File: src/rtl/simplerisc_pkg.sv
// Shared definitions for the SimpleRisc execute stage: control-word bit
// positions, flag bit positions and the divider sequencing states.
package simplerisc_pkg;

  localparam int IDX_IS_ST        = 0;
  localparam int IDX_IS_LD        = 1;
  localparam int IDX_IS_BEQ       = 2;
  localparam int IDX_IS_BGT       = 3;
  localparam int IDX_IS_UBRANCH   = 4;
  localparam int IDX_IS_IMMEDIATE = 5;
  localparam int IDX_IS_WB        = 6;
  localparam int IDX_IS_ADD       = 7;
  localparam int IDX_IS_SUB       = 8;
  localparam int IDX_IS_CMP       = 9;
  localparam int IDX_IS_MUL       = 10;
  localparam int IDX_IS_DIV       = 11;
  localparam int IDX_IS_MOD       = 12;
  localparam int IDX_IS_LSL       = 13;
  localparam int IDX_IS_LSR       = 14;
  localparam int IDX_IS_ASR       = 15;
  localparam int IDX_IS_OR        = 16;
  localparam int IDX_IS_AND       = 17;
  localparam int IDX_IS_CALL      = 18;
  localparam int IDX_IS_RET       = 19;
  localparam int IDX_IS_NOT       = 20;
  localparam int IDX_IS_MOV       = 21;

  // flags_out is {GT, E}
  localparam int FLAG_E  = 0;
  localparam int FLAG_GT = 1;

  typedef enum logic [1:0] {
    S_IDLE,
    S_DIV,
    S_DONE
  } div_state_e;

endpackage

File: src/rtl/simplerisc_ex_stage_if.sv
// Upstream (OF/EX) and downstream (EX/MA) signal bundle of the execute stage.
// slave is the stage's view; master is the driver/observer view.
interface simplerisc_ex_stage_if #(
  parameter int XLEN   = 32,
  parameter int CTRL_W = 32
);
  logic              in_valid;
  logic              in_ready;
  logic [XLEN-1:0]   pc;
  logic [XLEN-1:0]   branchTarget;
  logic [XLEN-1:0]   A;
  logic [XLEN-1:0]   B;
  logic [XLEN-1:0]   op2;
  logic [31:0]       instruction;
  logic [CTRL_W-1:0] control;

  logic              out_valid;
  logic              out_ready;
  logic [XLEN-1:0]   pc_out;
  logic [XLEN-1:0]   aluResult_out;
  logic [XLEN-1:0]   op2_out;
  logic [31:0]       instruction_out;
  logic [CTRL_W-1:0] control_out;
  logic [XLEN-1:0]   branch;
  logic              isBranchTaken;
  logic [1:0]        flags_out;
  logic              busy;

  modport slave (
    input  in_valid, pc, branchTarget, A, B, op2, instruction, control, out_ready,
    output in_ready, out_valid, pc_out, aluResult_out, op2_out, instruction_out,
           control_out, branch, isBranchTaken, flags_out, busy
  );

  modport master (
    output in_valid, pc, branchTarget, A, B, op2, instruction, control, out_ready,
    input  in_ready, out_valid, pc_out, aluResult_out, op2_out, instruction_out,
           control_out, branch, isBranchTaken, flags_out, busy
  );
endinterface

File: src/rtl/simplerisc_iter_div.sv
// Signed restoring divider, one quotient bit per clock, XLEN iterations.
// done pulses in the cycle of the last iteration; result is valid from the next cycle.
module simplerisc_iter_div #(
  parameter int XLEN = 32
) (
  input  logic            clk,
  input  logic            rst,
  input  logic            start,
  input  logic [XLEN-1:0] A,
  input  logic [XLEN-1:0] B,
  input  logic            is_mod,
  output logic            done,
  output logic [XLEN-1:0] result
);
  localparam int CW = $clog2(XLEN + 1);

  logic [CW-1:0]   cnt_q;
  logic [XLEN-1:0] rem_q, quo_q, dvs_q, a_q;
  logic            q_neg_q, r_neg_q, by_zero_q, mod_q;
  logic [XLEN:0]   shifted, diff;
  logic [XLEN-1:0] quo_fix, rem_fix;

  // Work on magnitudes; signs are reapplied once the iterations are over.
  assign shifted = {rem_q, quo_q[XLEN-1]};
  assign diff    = shifted - {1'b0, dvs_q};

  // NOTE: sequential state uses non-blocking assignments so every register
  // samples the pre-edge values, independent of statement order.
  always_ff @(posedge clk or posedge rst) begin
    if (rst) begin
      cnt_q     <= '0;
      rem_q     <= '0;
      quo_q     <= '0;
      dvs_q     <= '0;
      a_q       <= '0;
      q_neg_q   <= 1'b0;
      r_neg_q   <= 1'b0;
      by_zero_q <= 1'b0;
      mod_q     <= 1'b0;
    end else if (start) begin
      cnt_q     <= CW'(XLEN);
      rem_q     <= '0;
      quo_q     <= A[XLEN-1] ? -A : A;
      dvs_q     <= B[XLEN-1] ? -B : B;
      a_q       <= A;
      q_neg_q   <= A[XLEN-1] ^ B[XLEN-1];
      r_neg_q   <= A[XLEN-1];
      by_zero_q <= (B == '0);
      mod_q     <= is_mod;
    end else if (cnt_q != '0) begin
      cnt_q <= cnt_q - CW'(1);
      if (!diff[XLEN]) begin
        rem_q <= diff[XLEN-1:0];
        quo_q <= {quo_q[XLEN-2:0], 1'b1};
      end else begin
        rem_q <= shifted[XLEN-1:0];
        quo_q <= {quo_q[XLEN-2:0], 1'b0};
      end
    end
  end

  assign done    = (cnt_q == CW'(1));
  assign quo_fix = q_neg_q ? -quo_q : quo_q;
  assign rem_fix = r_neg_q ? -rem_q : rem_q;
  assign result  = by_zero_q ? (mod_q ? a_q : '1) : (mod_q ? rem_fix : quo_fix);

endmodule

File: src/rtl/simplerisc_ex_stage.sv
// SimpleRisc execute stage with EX/MA output register, flags and branch resolution.
// Define SIMPLERISC_DIV_EN to build the iterative multi-cycle divider for div/mod.
module simplerisc_ex_stage
  import simplerisc_pkg::*;
#(
  parameter int XLEN    = 32,
  parameter int CTRL_W  = 32,
  parameter int PC_STEP = 4
) (
  input logic                  clk,
  input logic                  rst,
  simplerisc_ex_stage_if.slave bus
);
  localparam int SHW = $clog2(XLEN);

  logic [CTRL_W-1:0] c;
  logic [SHW-1:0]    sh;
  logic              accept, taken, start_div, div_write;
  logic [XLEN-1:0]   alu_res, div_result;

  logic              valid_q, taken_q;
  logic [1:0]        flags_q;
  logic [XLEN-1:0]   pc_q, alu_q, op2_q, branch_q;
  logic [31:0]       instr_q;
  logic [CTRL_W-1:0] ctrl_q;

  assign c      = bus.control;
  assign sh     = bus.B[SHW-1:0];
  assign accept = bus.in_valid & bus.in_ready;

  // NOTE: every combinational output gets a default first so no path infers a latch.
  always_comb begin
    alu_res = '0;
    if (c[IDX_IS_ADD] | c[IDX_IS_LD] | c[IDX_IS_ST]) alu_res = bus.A + bus.B;
    else if (c[IDX_IS_SUB])  alu_res = bus.A - bus.B;
    else if (c[IDX_IS_MUL])  alu_res = bus.A * bus.B;
    else if (c[IDX_IS_LSL])  alu_res = bus.A << sh;
    else if (c[IDX_IS_LSR])  alu_res = bus.A >> sh;
    else if (c[IDX_IS_ASR])  alu_res = $signed(bus.A) >>> sh;
    else if (c[IDX_IS_OR])   alu_res = bus.A | bus.B;
    else if (c[IDX_IS_AND])  alu_res = bus.A & bus.B;
    else if (c[IDX_IS_NOT])  alu_res = ~bus.B;
    else if (c[IDX_IS_MOV])  alu_res = bus.B;
    else if (c[IDX_IS_CALL]) alu_res = bus.pc + XLEN'(PC_STEP);
  end

  // Uses the flags as they stood before this instruction updates them.
  assign taken = c[IDX_IS_UBRANCH] | c[IDX_IS_CALL] | c[IDX_IS_RET]
               | (c[IDX_IS_BEQ] & flags_q[FLAG_E])
               | (c[IDX_IS_BGT] & flags_q[FLAG_GT]);

`ifdef SIMPLERISC_DIV_EN
  div_state_e state_q, state_d;
  logic       div_done;

  assign start_div = accept & (c[IDX_IS_DIV] | c[IDX_IS_MOD]);

  simplerisc_iter_div #(.XLEN(XLEN)) u_div (
    .clk    (clk),
    .rst    (rst),
    .start  (start_div),
    .A      (bus.A),
    .B      (bus.B),
    .is_mod (c[IDX_IS_MOD]),
    .done   (div_done),
    .result (div_result)
  );

  always_ff @(posedge clk or posedge rst) begin
    if (rst) state_q <= S_IDLE;
    else     state_q <= state_d;
  end

  always_comb begin
    state_d = state_q;
    case (state_q)
      S_IDLE:  if (start_div) state_d = S_DIV;
      S_DIV:   if (div_done) state_d = S_DONE;
      S_DONE:  if (~valid_q | bus.out_ready) state_d = S_IDLE;
      default: state_d = S_IDLE;
    endcase
  end

  assign div_write    = (state_q == S_DONE) & (~valid_q | bus.out_ready);
  assign bus.in_ready = (state_q == S_IDLE) & (~valid_q | bus.out_ready);
  assign bus.busy     = (state_q == S_DIV);
`else
  assign start_div    = 1'b0;
  assign div_write    = 1'b0;
  assign div_result   = '0;
  assign bus.in_ready = ~valid_q | bus.out_ready;
  assign bus.busy     = 1'b0;
`endif

  // A divide latches its pass-through fields on accept and fills in the result later.
  always_ff @(posedge clk or posedge rst) begin
    if (rst) begin
      valid_q  <= 1'b0;
      taken_q  <= 1'b0;
      flags_q  <= 2'b00;
      pc_q     <= '0;
      alu_q    <= '0;
      op2_q    <= '0;
      branch_q <= '0;
      instr_q  <= '0;
      ctrl_q   <= '0;
    end else if (div_write) begin
      alu_q   <= div_result;
      valid_q <= 1'b1;
    end else if (accept) begin
      valid_q  <= ~start_div;
      taken_q  <= taken;
      pc_q     <= bus.pc;
      alu_q    <= alu_res;
      op2_q    <= bus.op2;
      branch_q <= c[IDX_IS_RET] ? bus.A : bus.branchTarget;
      instr_q  <= bus.instruction;
      ctrl_q   <= c;
      if (c[IDX_IS_CMP]) begin
        flags_q[FLAG_E]  <= (bus.A == bus.B);
        flags_q[FLAG_GT] <= ($signed(bus.A) > $signed(bus.B));
      end
    end else if (bus.out_ready) begin
      valid_q <= 1'b0;
    end
  end

  assign bus.out_valid       = valid_q;
  assign bus.isBranchTaken   = taken_q & valid_q;
  assign bus.flags_out       = flags_q;
  assign bus.pc_out          = pc_q;
  assign bus.aluResult_out   = alu_q;
  assign bus.op2_out         = op2_q;
  assign bus.branch          = branch_q;
  assign bus.instruction_out = instr_q;
  assign bus.control_out     = ctrl_q;

endmodule

File: src/flat_wrapper.sv
// flat-port wrapper written by rule: the top's interface ports become plain ports
module simplerisc_ex_stage_flat import simplerisc_pkg::*;
#(
  parameter int XLEN    = 32,
  parameter int CTRL_W  = 32,
  parameter int PC_STEP = 4
)
  (clk, rst, bus_in_valid, bus_pc, bus_branchTarget, bus_A, bus_B, bus_op2, bus_instruction, bus_control, bus_out_ready, bus_in_ready, bus_out_valid, bus_pc_out, bus_aluResult_out, bus_op2_out, bus_instruction_out, bus_control_out, bus_branch, bus_isBranchTaken, bus_flags_out, bus_busy);
  simplerisc_ex_stage_if #(.XLEN(XLEN), .CTRL_W(CTRL_W)) bus_i ();
  input logic clk;
  input logic rst;
  input wire logic [$bits(bus_i.in_valid)-1:0] bus_in_valid;
  input wire logic [$bits(bus_i.pc)-1:0] bus_pc;
  input wire logic [$bits(bus_i.branchTarget)-1:0] bus_branchTarget;
  input wire logic [$bits(bus_i.A)-1:0] bus_A;
  input wire logic [$bits(bus_i.B)-1:0] bus_B;
  input wire logic [$bits(bus_i.op2)-1:0] bus_op2;
  input wire logic [$bits(bus_i.instruction)-1:0] bus_instruction;
  input wire logic [$bits(bus_i.control)-1:0] bus_control;
  input wire logic [$bits(bus_i.out_ready)-1:0] bus_out_ready;
  output wire logic [$bits(bus_i.in_ready)-1:0] bus_in_ready;
  output wire logic [$bits(bus_i.out_valid)-1:0] bus_out_valid;
  output wire logic [$bits(bus_i.pc_out)-1:0] bus_pc_out;
  output wire logic [$bits(bus_i.aluResult_out)-1:0] bus_aluResult_out;
  output wire logic [$bits(bus_i.op2_out)-1:0] bus_op2_out;
  output wire logic [$bits(bus_i.instruction_out)-1:0] bus_instruction_out;
  output wire logic [$bits(bus_i.control_out)-1:0] bus_control_out;
  output wire logic [$bits(bus_i.branch)-1:0] bus_branch;
  output wire logic [$bits(bus_i.isBranchTaken)-1:0] bus_isBranchTaken;
  output wire logic [$bits(bus_i.flags_out)-1:0] bus_flags_out;
  output wire logic [$bits(bus_i.busy)-1:0] bus_busy;
  assign bus_i.in_valid = bus_in_valid;
  assign bus_i.pc = bus_pc;
  assign bus_i.branchTarget = bus_branchTarget;
  assign bus_i.A = bus_A;
  assign bus_i.B = bus_B;
  assign bus_i.op2 = bus_op2;
  assign bus_i.instruction = bus_instruction;
  assign bus_i.control = bus_control;
  assign bus_i.out_ready = bus_out_ready;
  assign bus_in_ready = bus_i.in_ready;
  assign bus_out_valid = bus_i.out_valid;
  assign bus_pc_out = bus_i.pc_out;
  assign bus_aluResult_out = bus_i.aluResult_out;
  assign bus_op2_out = bus_i.op2_out;
  assign bus_instruction_out = bus_i.instruction_out;
  assign bus_control_out = bus_i.control_out;
  assign bus_branch = bus_i.branch;
  assign bus_isBranchTaken = bus_i.isBranchTaken;
  assign bus_flags_out = bus_i.flags_out;
  assign bus_busy = bus_i.busy;
  simplerisc_ex_stage #(.XLEN(XLEN), .CTRL_W(CTRL_W), .PC_STEP(PC_STEP)) u_core (.clk(clk), .rst(rst), .bus(bus_i));
endmodule
File: config.mk
export PLATFORM = sky130hd
export DESIGN_NAME = simplerisc_ex_stage_flat
export DESIGN_NICKNAME = d
export VERILOG_FILES = /design/src/rtl/simplerisc_pkg.sv /design/src/rtl/simplerisc_ex_stage_if.sv /design/src/rtl/simplerisc_iter_div.sv /design/src/rtl/simplerisc_ex_stage.sv /design/src/flat_wrapper.sv
export SDC_FILE = /design/constraint.sdc
export NUM_CORES = 2
export LEC_CHECK = 0
export ABC_AREA = 1
export BUFFER_PORTS_ARGS = -buffer_cell sky130_fd_sc_hd__buf_2
export CAP_MARGIN = 0
export CORE_MARGIN = 2
export CORE_UTILIZATION = 45
export CTS_CLUSTER_SIZE = 8
export DETAILED_ROUTE_END_ITERATION = 7
export PLACE_DENSITY_LB_ADDON = 0.25
export SYNTH_ARGS = -nofsm -noshare
export SYNTH_HDL_FRONTEND = slang
export SYNTH_SLANG_ARGS = --single-unit
export TNS_END_PERCENT = 100
File: constraint.sdc
create_clock -name clk -period 10.45 [get_ports clk]
set_input_delay 0 -clock clk [delete_from_list [all_inputs] [get_ports clk]]
set_output_delay 0 -clock clk [all_outputs]
set_load 0.05 [all_outputs]
Word-level counts from Yosys, hierarchy flattened
Index checks and enable logic that the tools add are counted.
{"block": "op_classes", "n_addsub": 3, "mul": 1, "magnitude_cmp": 1, "n_eq_ne": 1, "n_shift": 3, "muxes": 14, "bitwise_logic": 15, "reduce_logical": 2}
{"operator": "2-to-1 mux 32 bit", "n": 12}
{"operator": "adder 32 x 3 -> 32 bit, second input constant", "n": 1}
{"operator": "adder 32 bit", "n": 1}
{"operator": "AND 32 bit", "n": 1}
{"operator": "equality test 32 bit", "n": 1}
{"operator": "> comparator 32 bit", "n": 1}
{"operator": "multiplier 32 x 32 -> 32 bit", "n": 1}
{"operator": "inverter 32 bit", "n": 1}
{"operator": "bitwise OR 32 bit", "n": 1}
{"operator": "<< shifter 32 x 5 -> 32 bit", "n": 1}
{"operator": "right shift 32 x 5 -> 32 bit", "n": 1}
{"operator": ">>> shifter 32 x 5 -> 32 bit", "n": 1}
{"operator": "subtractor 32 bit", "n": 1}
{"operator": "bitwise OR 1 bit", "n": 7}
{"operator": "AND 1 bit", "n": 4}
{"operator": "2-to-1 mux 1 bit", "n": 2}
{"operator": "AND reduction 2 bit", "n": 1}
{"operator": "nonzero test 2 bit", "n": 1}
{"operator": "inverter 1 bit", "n": 1}
{"block": "totals", "regBits": 196, "in_bits": 228, "out_inout_bits": 198, "wordCells": 49}

Longest topological paths before layout
{"block": "logic_depth", "word_depth": 12, "mapped_depth": 40, "mapped_depth_nobuf": 37}

Least setup slack after synthesis
Ideal clock, no wire load.
{"block": "synth_path", "kind": "input-to-reg", "start": "in bus_B[2]", "end": "reg u_core.alu_q[26], in the netlist u_core.bus.aluResult_out[26]", "setup_ns": 0.120, "arrival_time_ns": 6.709, "required_time_ns": 10.330, "slack_ns": 3.620, "path_stages": 35, "n_path_buf": 5, "path_cell_list": "buf_2 > buf_2 > buf_1 > buf_2 > buf_1 > nand2_1 > inv_1 > fa_1 > inv_1 > fa_1 > fa_1 > fa_1 > inv_1 > fa_1 > inv_1 > fa_1 > inv_1 > fa_1 > fa_1 > ha_1 > nand2_1 > inv_1 > nand2_1 > nand3_1 > a21oi_1 > nand3_1 > a21bo_2 > a21oi_1 > o21ai_1 > nand2_1 > inv_1 > nand2_1 > nand2_1 > nand2_1 > a21oi_1"}
{"block": "synth_via", "elab_chain_cells": 7, "elab_cells_between_ends": 12, "classes_between": "2 x add/sub; 1 x mul; 3 x shift; 6 x mux"}
{"element": "start, declared", "line": "flat_wrapper.sv:16", "source": "input wire logic [$bits(bus_i.B)-1:0] bus_B;"}
{"element": "branches (longest 6 deep; another with multiplier 32 x 32 -> 32 bit)"}
{"element": "2-to-1 mux 32 bit (*)", "line": "simplerisc_ex_stage.sv:34", "source": "if (c[IDX_IS_ADD] | c[IDX_IS_LD] | c[IDX_IS_ST]) alu_res = bus.A + bus.B;"}
{"element": "end signal, assigned", "line": "simplerisc_ex_stage.sv:108", "source": "alu_q <= div_result;"}
{"element": "end signal, assigned", "line": "simplerisc_ex_stage.sv:114", "source": "alu_q <= alu_res;"}
{"element": "end, declared", "line": "simplerisc_ex_stage.sv:23", "source": "logic [XLEN-1:0] pc_q, alu_q, op2_q, branch_q;"}
Mark *: on every way between the ends.
A chain may end at the register's enable or synchronous reset.

Final worst setup path
{"block": "layout_path", "start": "in bus_A[9]", "end": "reg u_core.alu_q[25], in the netlist u_core.bus.aluResult_out[25]"}
{"block": "layout_via", "elab_chain_cells": 7, "elab_cells_between_ends": 12, "classes_between": "2 x add/sub; 1 x mul; 3 x shift; 6 x mux"}
{"element": "start, declared", "line": "flat_wrapper.sv:15", "source": "input wire logic [$bits(bus_i.A)-1:0] bus_A;"}
{"element": "branches (longest 6 deep; another with multiplier 32 x 32 -> 32 bit)"}
{"element": "2-to-1 mux 32 bit (*)", "line": "simplerisc_ex_stage.sv:34"}
Marks and branches as above.

==> metrics.yaml <==
final_nets: 6615
cts_setup_buffers: 0
grt_pass1_vias: 36529
cts-root-buf: "clkbuf_16"
syn_inst: 5409
finClkSkew_ns: 0.0238
viasPerCell: 5.51
ys_ff_latch: 196
timing.slew.headroom_pct: 21.8
port_buffers: 424
grt_max_degree: 133
cpPeakStageDelay_ns: 0.68
synthesis.area_um2: 35400
antenna_left: 0
worst-r2r-setup-slack_ns: 7.15
r2r-end: "u_core.bus.branch[29]"
cts_buffers: 17
syn_to_final_growth_pct: 13.4
grt_pass1_wl_mm: 237
crit_fanout: 27
core_um2: 77600
drt_first_pass_iters: 6
routedWlPerCell_um: 23.2
groute.usage.overall_pct: 39.0
pin_count: 426
die-area_um2: 80800
grt.overflow.total: 0
cp.buffers_inverters: 6
drive_gt1_share_pct: 9.40
criticalPathCategory: "primary input to flip-flop"
hp-start: "bus_A[1]"
critPathArrivalTime_ns: 7.65
worst_hold_path_type: "primary input to flip-flop"
crit_path_end_kind: "flip-flop"
clk_latency_ns: 0.49
cp_top_family: "adder cells"
cp-start-kind: "primary input"
cp_common_cell: "fa_1"
die_h_um: 284
hpwl_mm: 124
yosys_warnings: 0
synth_enable_flop_cells: 0
async_flop_share_pct: 100
worstSetupEndpoint: "u_core.bus.aluResult_out[25]"
drv_slew: 0
tns_ns: 0
hold_viol_final: 0
routed_wirelength_mm: 158
synthesis.nets: 6268
status: "finished clean"
crit_cells: 27
vias: 37512
startpoint: "bus_A[9]"
drc: 0
max_clock_freq_mhz: 138
grt_setup_unrepaired: "false"
ys_seq_area_share_pct: 13.9
fp.dieW_um: 284
rr_startpoint: "u_core.bus.out_valid"
cts_sinks: 196
cpMaxStageDelayCell: "ha_1"
max_slew.worst_pin.slew_ns: 1.16
start_util_pct: 45.6
reg2reg_depth: 7
finalCriticalPeriod_ns: 7.24
period_share_pct: 69.3
clk_pin_slew_ns: 0.10
layout_common_cells: "1783 x nand2_1, 1062 x inv_1, 424 x buf_2"
avgSynthCellArea_um2: 6.54
h-tree-depth: 4
layout_commonest_cell: "nand2_1"
gp_congestion: 1.08
row_count: 102
cts-resized-gates: 0
yosysUniqueCellTypes: 59
cts_tree: "done"
antenna_found_initial: 13
setup_viol: 0
cts_buffer_depth: 2
cp.required_ns: 10.86
drtIter0Drc: 3920
ys.flop_type: "dfrtp_1"
cap_violations: 0
[cell families (layout without fill, tap and decap cells)]
logic type | Yosys count | count (layout) | share of synthesized area [%]
compound gates | 779 | 779 | 12.2
xor+xnor | 45 | 45 | 1.11
fa+ha+maj | 631 | 631 | 31.0
buf+inv | 1376 | 1736 | 15.1
flops | 196 | 196 | 13.9
mux | 14 | 14 | 0.396
other cells | 1 | 6 | 0.0106
simple gates | 2367 | 2367 | 26.3
[through the flow]
step           instance area (um2)  cells  hold WS [ns]  utilization (%)  setup WS, ns
3_3_place_gp                 37900   6620         0.194             48.8          2.95
3_5_place_dp                 37900   6620         0.196             48.8          2.86
5_1_grt                      40100   6814        0.0534             51.7          3.01
2_1_floorplan                35400   5409         0.110                -          3.62
4_1_cts                      40100   6809       0.00333             51.7          3.38
6_report                     40100   6814        0.0494             51.7          3.21
[cells in the mapped netlist, drive strengths merged (2+ instances only)]
cell type	number	area, um2
nand2	1786	6710
inv	1073	4030
fa	410	8210
o21ai	367	1850
nor2	325	1230
a21oi	257	1300
ha	221	2770
dfrtp	196	4900
clkbuf	176	669
nand3	170	851
buf	123	617
a31oi	43	269
o211ai	42	325
xor2	35	307
nand4	30	188
nor3	21	105
or2	16	100
mux2i	14	140
o21bai	14	105
xnor2	10	87.6
nand3b	8	60.1
a21boi	6	45.0
a221oi	6	52.6
nor4	6	37.5
o21a	6	45.0
o221ai	6	52.6
a211oi	5	37.5
a21o	5	37.5
a31o	4	35.0
clkinv	4	15.0
o31ai	4	30.0
o2111ai	3	26.3
a22o	2	17.5
a22oi	2	15.0
and3	2	12.5
nand2b	2	12.5
o22ai	2	12.5
[per-layer routing]
layer  up-vias  share of wire [%]  track usage, %
li1      17029                  -               -
met1     17923                 41            53.5
met2      2179                 43            59.8
met3       375                9.9            7.06
met4         6                5.3            18.0
met5         -              0.024               0
[sequential cells by signal, indices dropped and copies added, names as in the netlist]
| name | flops |
|---|---|
| u_core.bus.aluResult_out | 32 |
| u_core.bus.branch | 32 |
| u_core.bus.control_out | 32 |
| u_core.bus.instruction_out | 32 |
| u_core.bus.op2_out | 32 |
| u_core.bus.pc_out | 32 |
| u_core.bus.flags_out | 2 |
| u_core.bus.out_valid | 1 |
| u_core.taken_q | 1 |
[worst min-delay path by stage]
stage | end | slack, ns | depth (start not counted)
floorplan | u_core.bus.control_out[0] | 0.11 | 2
global placement | u_core.bus.op2_out[26] | 0.19 | 3
detailed placement | u_core.bus.control_out[30] | 0.20 | 3
CTS | u_core.bus.branch[1] | 0.003 | 3
global route | u_core.bus.branch[1] | 0.05 | 3
finish | u_core.bus.branch[1] | 0.05 | 3
[area by class of cell]
class                   count  area (um2)
diodes                      5        12.5
clock buffers              17         425
clock inverters            15         215
fillers                  7916       37500
inverters                1077        4060
multi-input cells        3837       25100
flip-flops and latches    196        4900
well taps                1040        1300
repair buffers            627        4050
[what timing repair did]
item,4_1_cts,5_1_grt
hold endpoints to repair,283,0
hold buffers,157,0
setup endpoints to repair,0,0
[tightest hold or removal path: cells and delay by family]
family	cells	cell delay [ns]
buffers and inverters	1	0.26
and+or+nand+nor	1	0.14
AOI/OAI and AO/OA	1	0.08
Power is left out: the tool's default activity adds up to more than one toggle a clock period on the data nets, which glitch-free logic cannot reach.
